--- src/rtl/seg_arb_pkg.sv ---
// Shared types and constants for the seven-segment display arbiter.
// Optional build macro SEG_ARB_OWNER_TAG_EN is consumed by seg_display_arbiter.
package seg_arb_pkg;

  typedef enum logic {
    IDLE = 1'b0,
    HOLD = 1'b1
  } seg_arb_state_t;

  localparam int DISP_W  = 16;
  localparam int DIGIT_W = 4;
  localparam logic [DIGIT_W-1:0] IDLE_TAG = 4'hF;

endpackage

--- src/rtl/seg_arb_rr_pick.sv ---
// Combinational round-robin picker: first eligible requester after last_owner,
// scanning circularly; bits set in exclude_mask are never chosen.
module seg_arb_rr_pick
  import seg_arb_pkg::*;
#(
  parameter int NREQ  = 4,
  parameter int IDX_W = $clog2(NREQ)
) (
  input  logic [NREQ-1:0]  req,
  input  logic [IDX_W-1:0] last_owner,
  input  logic [NREQ-1:0]  exclude_mask,
  output logic [NREQ-1:0]  pick,
  output logic [IDX_W-1:0] index,
  output logic             any
);

  logic [NREQ-1:0]  eligible;
  logic [IDX_W-1:0] cand;

  assign eligible = req & ~exclude_mask;

  // Offset k=NREQ wraps back to last_owner itself, so it is considered last.
  always_comb begin
    pick  = '0;
    index = '0;
    any   = 1'b0;
    cand  = '0;
    for (int k = 1; k <= NREQ; k++) begin
      cand = IDX_W'((int'(last_owner) + k) % NREQ);
      if (!any && eligible[cand]) begin
        any         = 1'b1;
        index       = cand;
        pick[cand]  = 1'b1;
      end
    end
  end

endmodule

--- src/rtl/seg_display_arbiter.sv ---
// Round-robin owner of the shared 4-digit display with a minimum dwell per owner.
// Define SEG_ARB_OWNER_TAG_EN to show the owner index in the top digit (F when idle).
module seg_display_arbiter
  import seg_arb_pkg::*;
#(
  parameter int NREQ         = 4,
  parameter int DWELL_CYCLES = 50_000_000
) (
  input  logic                 clk,
  input  logic                 rst_n,
  input  logic [NREQ-1:0]      req,
  input  logic [16*NREQ-1:0]   req_data,
  output logic [NREQ-1:0]      grant,
  output logic [DISP_W-1:0]    disp_din,
  output logic                 busy,
  output logic                 dwell_done
);

  localparam int CNT_W = $clog2(DWELL_CYCLES + 1);
  localparam int IDX_W = $clog2(NREQ);
  localparam logic [CNT_W-1:0] CNT_RELOAD = CNT_W'(DWELL_CYCLES - 1);

  seg_arb_state_t   state_reg, state_next;
  logic [NREQ-1:0]  grant_reg, grant_next;
  logic [IDX_W-1:0] owner_reg, owner_next;
  logic [IDX_W-1:0] last_owner_reg, last_owner_next;
  logic [CNT_W-1:0] cnt_reg, cnt_next;
  logic [DISP_W-1:0] disp_reg, disp_next;
  logic             busy_reg, busy_next;
  logic             dwell_done_reg, dwell_done_next;

  logic [DISP_W-1:0] data_arr [NREQ];
  logic [DISP_W-1:0] owner_data;
  logic [DISP_W-1:0] shown;
  logic [DISP_W-1:0] idle_disp;

  logic [IDX_W-1:0] pick_last;
  logic [NREQ-1:0]  pick_excl;
  logic [NREQ-1:0]  pick;
  logic [IDX_W-1:0] pick_idx;
  logic             pick_any;

  genvar gi;
  generate
    for (gi = 0; gi < NREQ; gi++) begin : g_unpack
      assign data_arr[gi] = req_data[16*gi +: 16];
    end
  endgenerate

  assign owner_data = data_arr[owner_reg];

`ifdef SEG_ARB_OWNER_TAG_EN
  assign shown     = {{(DIGIT_W-IDX_W){1'b0}}, owner_reg, owner_data[DISP_W-DIGIT_W-1:0]};
  assign idle_disp = {IDLE_TAG, owner_data[DISP_W-DIGIT_W-1:0]};
`else
  assign shown     = owner_data;
  assign idle_disp = owner_data;
`endif

  // In HOLD the search starts after the current owner and skips it, so the
  // same picker serves both first grant and rotation/re-arbitration.
  assign pick_last = (state_reg == HOLD) ? owner_reg : last_owner_reg;
  assign pick_excl = (state_reg == HOLD) ? grant_reg : '0;

  seg_arb_rr_pick #(
    .NREQ  (NREQ),
    .IDX_W (IDX_W)
  ) u_pick (
    .req          (req),
    .last_owner   (pick_last),
    .exclude_mask (pick_excl),
    .pick         (pick),
    .index        (pick_idx),
    .any          (pick_any)
  );

  always_comb begin
    state_next      = state_reg;
    grant_next      = grant_reg;
    owner_next      = owner_reg;
    last_owner_next = last_owner_reg;
    cnt_next        = cnt_reg;
    disp_next       = disp_reg;
    busy_next       = busy_reg;
    dwell_done_next = dwell_done_reg;

    case (state_reg)
      IDLE: begin
        if (pick_any) begin
          state_next      = HOLD;
          grant_next      = pick;
          owner_next      = pick_idx;
          cnt_next        = CNT_RELOAD;
          busy_next       = 1'b1;
          dwell_done_next = 1'b0;
        end
      end

      HOLD: begin
        disp_next = shown;
        if (!req[owner_reg]) begin
          // Owner released: hand over now regardless of dwell.
          last_owner_next = owner_reg;
          dwell_done_next = 1'b0;
          if (pick_any) begin
            grant_next = pick;
            owner_next = pick_idx;
            cnt_next   = CNT_RELOAD;
          end else begin
            state_next = IDLE;
            grant_next = '0;
            busy_next  = 1'b0;
            cnt_next   = '0;
            disp_next  = idle_disp;
          end
        end else if (cnt_reg == '0) begin
          if (pick_any) begin
            last_owner_next = owner_reg;
            grant_next      = pick;
            owner_next      = pick_idx;
            cnt_next        = CNT_RELOAD;
            dwell_done_next = 1'b0;
          end else begin
            dwell_done_next = 1'b1;
          end
        end else begin
          cnt_next        = cnt_reg - 1'b1;
          dwell_done_next = (cnt_reg == CNT_W'(1));
        end
      end

      default: begin
        state_next = IDLE;
        grant_next = '0;
        busy_next  = 1'b0;
      end
    endcase
  end

  always_ff @(posedge clk or negedge rst_n) begin
    if (!rst_n) begin
      state_reg      <= IDLE;
      grant_reg      <= '0;
      owner_reg      <= '0;
      last_owner_reg <= IDX_W'(NREQ - 1);
      cnt_reg        <= '0;
      disp_reg       <= '0;
      busy_reg       <= 1'b0;
      dwell_done_reg <= 1'b0;
    end else begin
      state_reg      <= state_next;
      grant_reg      <= grant_next;
      owner_reg      <= owner_next;
      last_owner_reg <= last_owner_next;
      cnt_reg        <= cnt_next;
      disp_reg       <= disp_next;
      busy_reg       <= busy_next;
      dwell_done_reg <= dwell_done_next;
    end
  end

  assign grant      = grant_reg;
  assign disp_din   = disp_reg;
  assign busy       = busy_reg;
  assign dwell_done = dwell_done_reg;

endmodule

--- config.mk ---
export PLATFORM = sky130hd
export DESIGN_NAME = seg_display_arbiter
export DESIGN_NICKNAME = d
export VERILOG_FILES = /design/src/rtl/seg_arb_pkg.sv /design/src/rtl/seg_arb_rr_pick.sv /design/src/rtl/seg_display_arbiter.sv
export SDC_FILE = /design/constraint.sdc
export NUM_CORES = 1
export LEC_CHECK = 0
export CAP_MARGIN = 5
export CORE_MARGIN = 2
export CORE_UTILIZATION = 54
export DETAILED_ROUTE_END_ITERATION = 8
export PLACE_DENSITY = 0.9
export SYNTH_ARGS = -nofsm -noshare
export SYNTH_HDL_FRONTEND = slang
export SYNTH_HIERARCHICAL = 1
export SYNTH_SLANG_ARGS = --single-unit
--- constraint.sdc ---
create_clock -name clk -period 9.2 [get_ports clk]
set_clock_uncertainty 0.1 [all_clocks]
set_input_delay 1.38 -clock clk [delete_from_list [all_inputs] [get_ports clk]]
set_output_delay 1.38 -clock clk [all_outputs]
set_load 0.02 [all_outputs]
* After elaboration in Yosys (flattened, before gate mapping)
Cells that the tools add are included.
** Operators by class
- Reduce and logical (&&, ||, !) cells :: 13
- Add/subtract/negate cells :: 5
- Muxes and demuxes :: 64
- Order comparisons :: 10
- Equality and inequality tests :: 7
- Bitwise logic cells :: 7
** Operator list (number)
- $mux 26 :: 4
- $pmux 26 s2 :: 1
- $mux 4 :: 9
- $bmux 16 s2 :: 1
- $mux 16 :: 2
- $eq 26x1->1 const B :: 1
- $logic_not 26->1 :: 1
- $sub 26x1->26 const B :: 1
- $mux 1 :: 22
- $mux 2 :: 11
- $lt 2x3->1 const B :: 5
- $or 4x4->4 :: 3
- $bmux 1 s2 :: 5
- $demux 1 s2 :: 4
- $ge 2x1->1 const B :: 4
- $ne 2x2->1 const B :: 4
- $pmux 4 s2 :: 1
- $logic_and 1x1->1 :: 7
- $pmux 1 s2 :: 3
- $reduce_and 3->1 :: 2
- $add 2x1->2 const B :: 2
- $add 2x2->2 const B :: 2
- $and 4x4->4 :: 1
- $not 4->4 :: 1
- 7 further kinds :: 9
** Storage, ports and cells
- Output and inout bits :: 22
- Logic and storage cells :: 114
- Register bits :: 53
- Input bits :: 70

* Longest topological paths before layout
- Depth in word-level cells :: 19
- Gate-level depth with buffers :: 12

* Cells and area by module
The synthesis kept the hierarchy.
** Modules (own cells, without submodules)
- seg_display_arbiter :: sequential area each 1328.8 um2, area an instance 3230.6 um2, cells an instance 294, times used 1
- seg_arb_rr_pick :: sequential area each 0.0 um2, area an instance 569.3 um2, cells an instance 77, times used 1

* Least setup slack after synthesis
Ideal clock, no wire load.
- Path type :: flip-flop to flip-flop
- Start point :: reg owner_reg[0]
- End point :: reg grant_reg[0] (netlist: grant[0])
- Path buffers :: 2
- Setup time :: 0.122 ns
- Required time :: 8.978 ns
- Cell stages (with the launch flop) :: 13
- Setup slack :: 5.927 ns
- Data arrival time :: 3.051 ns
- Cells stage by stage :: dfrtp_1 -> buf_1 -> buf_2 -> mux2_2 -> inv_2 -> ha_1 -> mux4_2 -> nand2_1 -> nand4_1 -> a221o_1 -> nand2b_1 -> a21oi_1 -> nor3_1
** Between the ends
- Cells in the longest elaborated chain, start to end :: 18
** Ends and longest elaborated chain
- start: declaration :: RTL line seg_display_arbiter.sv:25 : logic [IDX_W-1:0] owner_reg, owner_next;
- start signal: assignment :: RTL line seg_display_arbiter.sv:153 : owner_reg <= owner_next;
- $mux 2 (*) :: RTL line seg_display_arbiter.sv:62 : assign pick_last = (state_reg == HOLD) ? owner_reg : last_owner_reg;
- via pick_last[0] :: RTL line seg_display_arbiter.sv:37 : logic [IDX_W-1:0] pick_last;
- parallel branches: the longest is 12 deep, another holds $lt 2x3->1
- $mux 4 (*) :: RTL line seg_arb_rr_pick.sv:30 : if (!any && eligible[cand]) begin
- via pick[0] :: RTL line seg_display_arbiter.sv:39 : logic [NREQ-1:0] pick;
- $mux 4 :: RTL line seg_display_arbiter.sv:89, seg_display_arbiter.sv:117
- $mux 4 :: RTL line seg_display_arbiter.sv:116 : end else if (cnt_reg == '0) begin
- $mux 4 :: RTL line seg_display_arbiter.sv:101 : if (!req[owner_reg]) begin
- $pmux 4 s2 (*) :: RTL line seg_display_arbiter.sv:87 : case (state_reg)
- end signal: assignment :: RTL line seg_display_arbiter.sv:152 : grant_reg <= grant_next;
- end: declaration :: RTL line seg_display_arbiter.sv:24 : logic [NREQ-1:0] grant_reg, grant_next;
Mark *: on every way through the listed nets, which the timed path passes. The select of a mux whose other input is x is not followed.
A chain may end at the register's enable or synchronous reset.

* Worst setup path in the final report
- Start point :: in req[3]
- End point :: reg cnt_reg[25]
** Between the ends
- Cells in the longest elaborated chain, start to end :: 17
** Ends and longest elaborated chain
- start: declaration :: RTL line seg_display_arbiter.sv:11 : input logic [NREQ-1:0] req,
- $and 4x4->4 (*) :: RTL line seg_arb_rr_pick.sv:20 : assign eligible = req & ~exclude_mask;
- $bmux 1 s2 :: RTL line seg_arb_rr_pick.sv:30
- $mux 1 (implied by the code) :: RTL line seg_arb_rr_pick.sv:30
- $mux 1 :: RTL line seg_arb_rr_pick.sv:30
- $logic_not 1->1 :: RTL line seg_arb_rr_pick.sv:30
- $logic_and 1x1->1 :: RTL line seg_arb_rr_pick.sv:30
- $mux 1 :: RTL line seg_arb_rr_pick.sv:30
- $logic_not 1->1 :: RTL line seg_arb_rr_pick.sv:30
- [2 not listed]
- $logic_not 1->1 :: RTL line seg_arb_rr_pick.sv:30
- $logic_and 1x1->1 :: RTL line seg_arb_rr_pick.sv:30
- $mux 1 (*) :: RTL line seg_arb_rr_pick.sv:30
- via pick_any :: RTL line seg_display_arbiter.sv:41 : logic pick_any;
- $mux 26 (2 in series)
- $mux 26 :: RTL line seg_display_arbiter.sv:101
- $pmux 26 s2 (*) :: RTL line seg_display_arbiter.sv:87
- via cnt_next[25] :: RTL line seg_display_arbiter.sv:27 : logic [CNT_W-1:0] cnt_reg, cnt_next;
- end signal: assignment :: RTL line seg_display_arbiter.sv:155 : cnt_reg <= cnt_next;
- end: declaration :: RTL line seg_display_arbiter.sv:27
The timed path passes the listed nets; every way through them passes the cells marked *. The select of a mux whose other input is x is not followed.

==> results.json <==
{
  "drv.max_cap_violation_count": 0,
  "number_of_cts_inserted_buffers": 5,
  "final_cell_count_no_fill": 546,
  "syn_nets": 451,
  "post_synth_inst_count": 371,
  "holdBufCountCts": 0,
  "number_of_top_level_design_ports": 92,
  "layout_common_cells": "sky130_fd_sc_hd__clkdlybuf4s50_1 (90), sky130_fd_sc_hd__dfrtp_1 (51), sky130_fd_sc_hd__nor2_1 (22), sky130_fd_sc_hd__mux2_2 (22), sky130_fd_sc_hd__a21oi_1 (20)",
  "grt_antenna_before_repair": 0,
  "die_w_um": 87.9,
  "area_growth_synth_to_finish_pct": 26.8,
  "worst_skew_pair.late_latency_ns": 0.31,
  "synth.avg_cell_area_um2": 10.2,
  "synth.yosys.seq_area_share": 0.350,
  "clock_tree_from_tritoncts": "yes",
  "setup.worst_path.start_class": "input port",
  "tightestPinTransition_ns": 0.881,
  "criticalPathCategory": "in2reg",
  "mappedNetlistArea_um2": 3800,
  "grt_setup_unrepaired": "false",
  "irDropWorstVdd_v": 0.000215,
  "power.density_cell_area_nw_per_um2": 307,
  "max-clock-path-buffers": 2,
  "route.detailed.drc": 0,
  "synth.yosys.warnings": 6,
  "gp_congestion": 0.950,
  "first_pass_iters": 5,
  "detailroute.via_count": 3532,
  "timing.critical_path.fanout_max": 18,
  "p_leak_nw": 1.78,
  "layout.cells.most_common": "sky130_fd_sc_hd__clkdlybuf4s50_1",
  "floorplan.initialDensity": 0.559,
  "critical_path.reg2reg.startpoint": "state_reg$_DFF_PN0_",
  "min_path_type": "reg2reg",
  "synthDominantAreaCellType": "sky130_fd_sc_hd__dfrtp_1",
  "setup.reg_to_reg.worst_slack_ns": 5.45,
  "final.setup.worst_slack_ns": 5.22,
  "crit_family": "simple AND/OR/NAND/NOR gates",
  "n_antenna_cell": 0,
  "grt_pass1_vias": 3553,
  "holdCritStartpoint": "disp_din[2]$_DFFE_PN0P_",
  "clock_sink_count": 53,
  "post_cts.resized_instances": 0,
  "placement_rows": 30,
  "max_transition_margin": 0.409,
  "holdPathEnd": "disp_din[2]$_DFFE_PN0P_",
  "yosysTopAreaCellShare": 0.336,
  "rr_worst_depth": 11,
  "postSynthRegisterBits": 53,
  "fp.dieArea_um2": 7720,
  "run_status": "finished, final reports clean",
  "final_cell_utilization_of_the_core": 0.709,
  "synth_top_cells_by_area": "sky130_fd_sc_hd__dfrtp_1 (34%), sky130_fd_sc_hd__mux4_2 (11%), sky130_fd_sc_hd__mux2_2 (6.5%), sky130_fd_sc_hd__ha_1 (3.3%), sky130_fd_sc_hd__a21oi_1 (2.6%)",
  "cp_num_cells": 9,
  "fill_cells": 479,
  "totalWireLength_um": 10400,
  "drtAntennaViolNets": 0,
  "design.final.nets": 529,
  "cp_cell_sequence": "clkdlybuf4s50_1 > and2b_1 > nor2_1 > nand3_1 > nor4bb_1 > nand4_1 > o21ai_2 > nor3_1 > a311oi_1",
  "largest_incremental_delay_on_the_critical_path_ns": 0.54,
  "vias_per_cell": 6.47,
  "worst_ep_required_time_ns": 9.32,
  "synth_enable_flop_cells": 0,
  "grt_max_degree": 54,
  "asyncSetResetFlopFracSynth": 1.00,
  "worst_r2r_end": "grant[0]$_DFFE_PN0N_",
  "final-max-slew-violation-count": 0,
  "endpoint_class_of_the_critical_path": "flop",
  "post_cts_setup_repair_buffer_count": 0,
  "final.period_utilization": 0.432,
  "cp.buffers_inverters": 1,
  "drt-wirelength-per-cell_um": 19.1,
  "timing.final.setup_violations": 0,
  "cts-htree-levels": 2,
  "dp_hpwl_um": 7560,
  "placed_cells": 538,
  "finalHoldViolCount": 0,
  "synth.distinct_cells": 64,
  "largest_register_ff_count": 26,
  "first_pass_grt_wire_length_um": 17300,
  "timing.fmax_ghz": 0.251,
  "setup_tns_ns": 0,
  "ys_dominant_reg_cell": "sky130_fd_sc_hd__dfrtp_1",
  "total_power_mw": 1.48,
  "final_period_minus_worst_setup_slack_ns": 3.98,
  "dp_slack_ns": 5.00,
  "crit_path_top_delay_cell": "sky130_fd_sc_hd__nand3_1",
  "hold_depth": 1,
  "path_clk_slew_ns": 0.10,
  "grt_usage": 0.287,
  "die-height_um": 87.9,
  "placeableCoreArea_um2": 6790,
  "layout-drive-gt1-share": 0.162,
  "portBuffers": 91,
  "first_iter_violations": 315,
  "worstPathArrival_ns": 4.10,
  "cts.root.buffer_cell": "sky130_fd_sc_hd__clkbuf_8",
  "globalRoute.totalOverflow": 0
}
[final cells by class]
type	instances	area, µm²	area share
Clock buffer	7	76.3	0.0158
Clock inverter	1	7.51	0.00156
Inverter	10	37.5	0.00779
Multi-Input combinational cell	285	2320	0.481
Sequential cell	53	1330	0.276
Tap cell	96	120	0.0249
Timing Repair Buffer	94	928	0.193
[cell usage after synthesis (4+ instances only)]
cell and n:
sky130_fd_sc_hd__nand2b_1 8, sky130_fd_sc_hd__nand2_1 14, sky130_fd_sc_hd__or4_1 4, sky130_fd_sc_hd__a31oi_1 11, sky130_fd_sc_hd__nand4_1 7, sky130_fd_sc_hd__ha_1 10
sky130_fd_sc_hd__dfrtp_1 51, sky130_fd_sc_hd__a21oi_1 20, sky130_fd_sc_hd__nor4_1 14, sky130_fd_sc_hd__o21ai_0 8, sky130_fd_sc_hd__and4_1 6, sky130_fd_sc_hd__clkbuf_1 13
sky130_fd_sc_hd__or3_1 4, sky130_fd_sc_hd__xnor2_1 5, sky130_fd_sc_hd__buf_2 4, sky130_fd_sc_hd__mux2_2 22, sky130_fd_sc_hd__a221o_1 4, sky130_fd_sc_hd__nor2_1 22
sky130_fd_sc_hd__o22a_1 4, sky130_fd_sc_hd__a211oi_1 13, sky130_fd_sc_hd__a21o_1 6, sky130_fd_sc_hd__inv_1 7, sky130_fd_sc_hd__and2_1 5, sky130_fd_sc_hd__mux4_2 19
sky130_fd_sc_hd__nand3_1 15, sky130_fd_sc_hd__o2111ai_1 5, sky130_fd_sc_hd__nor3_1 14
[worst register-to-register path, cell delays in order (launching register included)]
cell                       delay (ns)
sky130_fd_sc_hd__dfrtp_1         0.84
sky130_fd_sc_hd__buf_4           0.38
sky130_fd_sc_hd__mux2_2          0.51
sky130_fd_sc_hd__inv_2           0.20
sky130_fd_sc_hd__ha_1            0.33
sky130_fd_sc_hd__mux4_2          0.40
sky130_fd_sc_hd__nand2_1         0.12
sky130_fd_sc_hd__nand4_1         0.09
sky130_fd_sc_hd__a221o_1         0.27
sky130_fd_sc_hd__nand2b_1        0.15
sky130_fd_sc_hd__a21oi_1         0.18
sky130_fd_sc_hd__nor3_1          0.07
[power by group]
part	internal [mW]	switching (mW)
logic	0.444	0.477
registers	0.324	0.104
clock network	0.0541	0.0770
total	0.822	0.657
[how the worst max path moves through the flow]
stage	from	end
6_report	req[3]	cnt_reg[25]$_DFF_PN0_
5_1_grt	req[3]	cnt_reg[22]$_DFF_PN0_
4_1_cts	req[3]	cnt_reg[25]$_DFF_PN0_
3_5_place_dp	req[3]	cnt_reg[25]$_DFF_PN0_
3_3_place_gp	req[3]	cnt_reg[25]$_DFF_PN0_
2_1_floorplan	owner_reg[0]$_DFFE_PN0P_	grant[0]$_DFFE_PN0N_
[logic make-up after synthesis]
kind of cell	share of synthesized area
xor gates and xnor gates	0.0115
DFF	0.350
buffers and inverters	0.0398
and+or+nand+nor	0.202
AOI/OAI and AO/OA	0.186
adders and majority gates	0.0329
muxes	0.178
[layer usage]
metal | global-route usage | vias to the layer above | share of wire
li1 | - | 1633 | -
met1 | 0.381 | 1712 | 0.41
met2 | 0.478 | 159 | 0.50
met3 | 0.0462 | 28 | 0.059
met4 | 0.101 | 0 | 0.024
met5 | 0 | - | 0
[through the flow]
stage	hold WS, ns	instance area (µm²)
5_1_grt	0.432	4820
3_5_place_dp	0.399	4730
4_1_cts	0.421	4820
2_1_floorplan	0.396	3800
3_3_place_gp	0.389	4730
6_report	0.418	4820
Note: power is estimated with default switching activity, not from simulation.
